===== config.mk =====
export PLATFORM = sky130hd
export DESIGN_NAME = async_reset_skid_reg_flat
export DESIGN_NICKNAME = d
export VERILOG_FILES = /design/src/rtl/async_reset_skid_reg_if.sv /design/src/rtl/async_reset_skid_reg.sv /design/src/flat_wrapper.sv
export SDC_FILE = /design/constraint.sdc
export NUM_CORES = 1
export LEC_CHECK = 0
export CAP_MARGIN = 20
export CORE_UTILIZATION = 45
export CTS_CLUSTER_DIAMETER = 60
export CTS_CLUSTER_SIZE = 10
export DETAILED_ROUTE_END_ITERATION = 8
export GPL_ROUTABILITY_DRIVEN = 0
export PLACE_DENSITY = 0.86
export RECOVER_POWER = 50
export SLEW_MARGIN = 5
export SYNTH_ARGS = -nofsm -noshare
export SYNTH_HDL_FRONTEND = slang
export SYNTH_SLANG_ARGS = --single-unit

===== constraint.sdc =====
create_clock -name clk -period 2 [get_ports clk]
set_input_delay 0.4 -clock clk [delete_from_list [all_inputs] [get_ports clk]]
set_output_delay 0.4 -clock clk [all_outputs]
set_load 0.01 [all_outputs]

===== src/rtl/async_reset_skid_reg_if.sv =====
// Handshake bundle for async_reset_skid_reg: upstream din side, downstream dout side, occupancy.
// master = the environment driving din and consuming dout; slave = the skid register itself.
interface async_reset_skid_reg_if #(
    parameter int DATA_WIDTH = 8
);
    logic [DATA_WIDTH-1:0] din;
    logic                  din_vld;
    logic                  din_rd;
    logic [DATA_WIDTH-1:0] dout;
    logic                  dout_vld;
    logic                  dout_rd;
    logic [1:0]            occupancy;

    modport master (
        output din, din_vld, dout_rd,
        input  din_rd, dout, dout_vld, occupancy
    );

    modport slave (
        input  din, din_vld, dout_rd,
        output din_rd, dout, dout_vld, occupancy
    );
endinterface


===== src/rtl/async_reset_skid_reg.sv =====
// Two-entry skid register: fully registered outputs, din_rd driven from state only, so upstream
// ready never waits on downstream ready. Words leave strictly in acceptance order.
module async_reset_skid_reg #(
    parameter int DATA_WIDTH = 8
) (
    input  logic                  clk,
    input  logic                  rst,
    async_reset_skid_reg_if.slave bus
);
    typedef enum logic [1:0] {
        EMPTY = 2'd0,
        ONE   = 2'd1,
        FULL  = 2'd2
    } state_t;

    state_t                state, state_next;
    logic [DATA_WIDTH-1:0] main_q, main_next;
    logic [DATA_WIDTH-1:0] skid_q, skid_next;
    logic                  in_xfer;
    logic                  out_xfer;

    // rst gates din_rd so nothing is offered as accepted while reset is held.
    assign bus.din_rd    = (state != FULL) && !rst;
    assign bus.dout_vld  = (state != EMPTY);
    assign bus.dout      = main_q;
    assign bus.occupancy = state;

    assign in_xfer  = bus.din_vld && bus.din_rd;
    assign out_xfer = bus.dout_vld && bus.dout_rd;

    always_comb begin
        // NOTE: every output of this block gets a default first, so no path leaves one unassigned (no latch).
        state_next = state;
        main_next  = main_q;
        skid_next  = skid_q;
        unique case (state)
            EMPTY: begin
                if (in_xfer) begin
                    main_next  = bus.din;
                    state_next = ONE;
                end
            end
            ONE: begin
                if (in_xfer && out_xfer) begin
                    main_next = bus.din;
                end else if (in_xfer) begin
                    skid_next  = bus.din;
                    state_next = FULL;
                end else if (out_xfer) begin
                    state_next = EMPTY;
                end
            end
            FULL: begin
                if (out_xfer) begin
                    main_next  = skid_q;
                    state_next = ONE;
                end
            end
            default: state_next = EMPTY;
        endcase
    end

    // NOTE: state uses non-blocking assignments; the data registers are reset too so dout reads 0 in reset.
    always_ff @(posedge clk or posedge rst) begin
        if (rst) begin
            state  <= EMPTY;
            main_q <= '0;
            skid_q <= '0;
        end else begin
            state  <= state_next;
            main_q <= main_next;
            skid_q <= skid_next;
        end
    end
endmodule


===== src/flat_wrapper.sv =====
// flat-port wrapper written by rule: the top's interface ports become plain ports
module async_reset_skid_reg_flat 
#(
    parameter int DATA_WIDTH = 8
)
  (clk, rst, bus_din, bus_din_vld, bus_dout_rd, bus_din_rd, bus_dout, bus_dout_vld, bus_occupancy);
  async_reset_skid_reg_if #(.DATA_WIDTH(DATA_WIDTH)) bus_i ();
  input  logic clk;
  input  logic rst;
  input wire logic [$bits(bus_i.din)-1:0] bus_din;
  input wire logic [$bits(bus_i.din_vld)-1:0] bus_din_vld;
  input wire logic [$bits(bus_i.dout_rd)-1:0] bus_dout_rd;
  output wire logic [$bits(bus_i.din_rd)-1:0] bus_din_rd;
  output wire logic [$bits(bus_i.dout)-1:0] bus_dout;
  output wire logic [$bits(bus_i.dout_vld)-1:0] bus_dout_vld;
  output wire logic [$bits(bus_i.occupancy)-1:0] bus_occupancy;
  assign bus_i.din = bus_din;
  assign bus_i.din_vld = bus_din_vld;
  assign bus_i.dout_rd = bus_dout_rd;
  assign bus_din_rd = bus_i.din_rd;
  assign bus_dout = bus_i.dout;
  assign bus_dout_vld = bus_i.dout_vld;
  assign bus_occupancy = bus_i.occupancy;
  async_reset_skid_reg #(.DATA_WIDTH(DATA_WIDTH)) u_core (.clk(clk), .rst(rst), .bus(bus_i));
endmodule

==> metrics <==
run status=complete, no violations; library cell with the largest summed area after synthesis=dfrtp_1; combinational family with the most area after synthesis=compound AO/OA/AOI/OAI gates; top cells by area in the synthesized netlist=dfrtp_1 55%, mux2_1 11%, o32a_1 9.8%, o21a_1 7.4%, nor3b_4 2.3%; Avg WL per Cell=13.96 µm; launching element type of the critical path=register; clock transition at the registers of the reported paths=0.10 ns; total standard cell area after synthesis=814.5 µm²; number of H-tree branching levels=1; root cell of the clock tree=clkbuf_4; min Tclk post-route=1.933 ns; Multi-input gate area=344.1 µm²; Worst Clk Skew=0.003907 ns; number of port buffers=23; antenna violations before repair=0; XOR/XNOR share of the synthesized area=0; IR drop worst, VDD=0.5784 mV; Bufs on Longest Clock Path=2; estimated wirelength of the detail-placed design=1.119 mm; CTS tree=done; Static Leakage=0.4321 nW; vias per cell=5.306; required time of the worst setup path=1.60 ns; number of clock sinks=18; vias in the first global route=586; number of antenna repair diodes=0; most numerous cell in the Yosys netlist=dfrtp_1; number of placed I/O pins=24; portion of the post-synthesis area used by sequential elements=0.5530; number of post-CTS setup repair buffers=0; Detailed Route WL=1.550 mm; Syn Nets=70; CP endpoint kind=output pin; layout cells sized above 1=0.09302; area share of the largest cell type after synthesis=0.5530; total of fill cells in the finished design=136; synthesis warning total=0; final routed DRC violation total=0; number of synthesized register bits=18; horizontal extent of the die=44.55 µm; hold buffers post-CTS=0; Power Total=1.029 mW; count of maximum capacitance violations=0; GRT overflow=0; count of endpoints failing hold in the final timing report=0; total via count after detailed routing=589; maximum number of pins on one net before global-route repair=19; mux contribution to synthesized area=0.1229; number of instances in the synthesized netlist=58; post-synthesis share of cell area spent on and, or, nand and nor gates=0.08141; share of the synthesized area in compound gates (AO/OA/AOI/OAI)=0.2181; most instantiated cells after synthesis=18 x dfrtp_1, 8 x mux2_1, 8 x o21a_1, 8 x o32a_1, 2 x nand2b_1; Synth Area in Adders=0; Antenna Nets Post-Route=0; number of distinct library cells after synthesis=19; largest driver fanout on the critical path=8; top flip-flop cell by instance count after synthesis=dfrtp_1; total routing usage reported by global routing=0.1822; number of violations reported at the end of detailed-routing iteration 0=1; average footprint of a synthesized cell=14.04 µm²; transition time at the pin with the least slew margin=0.9493 ns; area of the placeable core=1708 µm²; combined flip-flop and latch cell area=451.7 µm²; number of search-and-repair iterations in the first detailed-routing pass=4; number of gates resized after CTS=0; critical path class=register to output pin; number of max-slew violations in the final report=0; height of the die=44.55 µm; Post-synth ARST share=1.000; RSZ-0062 raised after global routing=no; FMAX=517.3 MHz; num rows=15; min-delay worst type=register to register; total die area=1984 µm²; Rel. slew slack=0.3671; Setup TNS Final=0 ns; number of nets in the layout=100; Crit path arrival time=1.53 ns; worst skew pair latency=0.29 ns; Setup violations, final=0; final worst path period share=0.9665; number of buffers added by the clock tree synthesis step=3; initial core utilization=0.4769; power density relative to cell area=933.6 nW/µm²; Area Overhead vs Synth=35.33%; first-pass GRT wire length=2.608 mm; EDFF count, synth=0
## cell type report
type,instances,area share
clock buffer,3,0.02043
inverter,1,0.003405
multi-input combinational,37,0.3121
sequential,18,0.4098
tap,25,0.02838
timing repair buffer,27,0.2259
## stage by stage
step / worst slack (ns) / instance area, µm² / hold WS (ns) / util / std cells
after CTS: 0.03545 / 1112 / 0.4880 / 0.6513 / 111
final: 0.06694 / 1102 / 0.4958 / 0.6454 / 111
after detailed placement: 0.06003 / 1090 / 0.4806 / 0.6381 / 108
after global routing: 0.002640 / 1102 / 0.5151 / 0.6454 / 111
after global placement: 0.06822 / 1090 / 0.4679 / 0.6381 / 108
after floorplan: 0.4968 / 814.5 / 0.3437 / - / 58
## report_power, final
| group | internal, mW | switching (mW) | total, mW |
|---|---|---|---|
| combinational | 0.201 | 0.117 | 0.318 |
| clock | 0.0700 | 0.106 | 0.176 |
| sequential | 0.476 | 0.0594 | 0.535 |
| total | 0.747 | 0.282 | 1.03 |
## registers in the layout, summed over array words and instances, names as in the netlist
name	count
u_core.bus.dout	8
u_core.skid_q	8
u_core.bus.occupancy	2
## cells by family (layout without fill, tap and decap cells)
logic type / Yosys count / count (layout)
muxes: 9 / 9
AOI/OAI and AO/OA: 20 / 20
buffers and inverters: 3 / 31
DFF: 18 / 18
and+or+nand+nor: 8 / 8
## critical path, cell delays in order, from the launching register on
cell             delay (ns)
dfrtp_2                0.47
or2_2                  0.30
clkdlybuf4s50_1        0.47
## routing by layer
| metal | track usage | share of wire | routed length [µm] |
|---|---|---|---|
| met5 | 0 | 0 | 0 |
| met1 | 0.2654 | 0.45 | 697 |
| met4 | 0.07879 | 0.0071 | 11 |
| met2 | 0.2588 | 0.46 | 716 |
| met3 | 0.04490 | 0.081 | 125 |
## cell usage in the layout (no fill, tap or decap), types with 2 or more instances in the layout
master / n
clkdlybuf4s50_1: 20
dfrtp_1: 17
mux2_1: 8
o32a_1: 8
o21a_1: 8
clkbuf_4: 3
dlygate4sd3_1: 3
clkbuf_1: 3
nand2b_1: 2
## final timing paths
check / from / endpoint / slack [ns] / depth (start not counted)
setup / recovery: u_core.bus.occupancy[1] / bus_dout_vld / 0.07 / 2
hold / removal: u_core.bus.dout[4] / u_core.bus.dout[4] / 0.50 / 1
setup reg to reg: u_core.bus.occupancy[0] / u_core.skid_q[6] / 0.28 / 4
hold reg to reg: u_core.bus.dout[4] / u_core.bus.dout[4] / 0.50 / 1
max in group asynchronous: rst / u_core.bus.occupancy[1] / 0.62 / 3
min in group asynchronous: rst / u_core.skid_q[2] / 0.74 / 3
No activity file was read; power rests on OpenSTA's default activity.
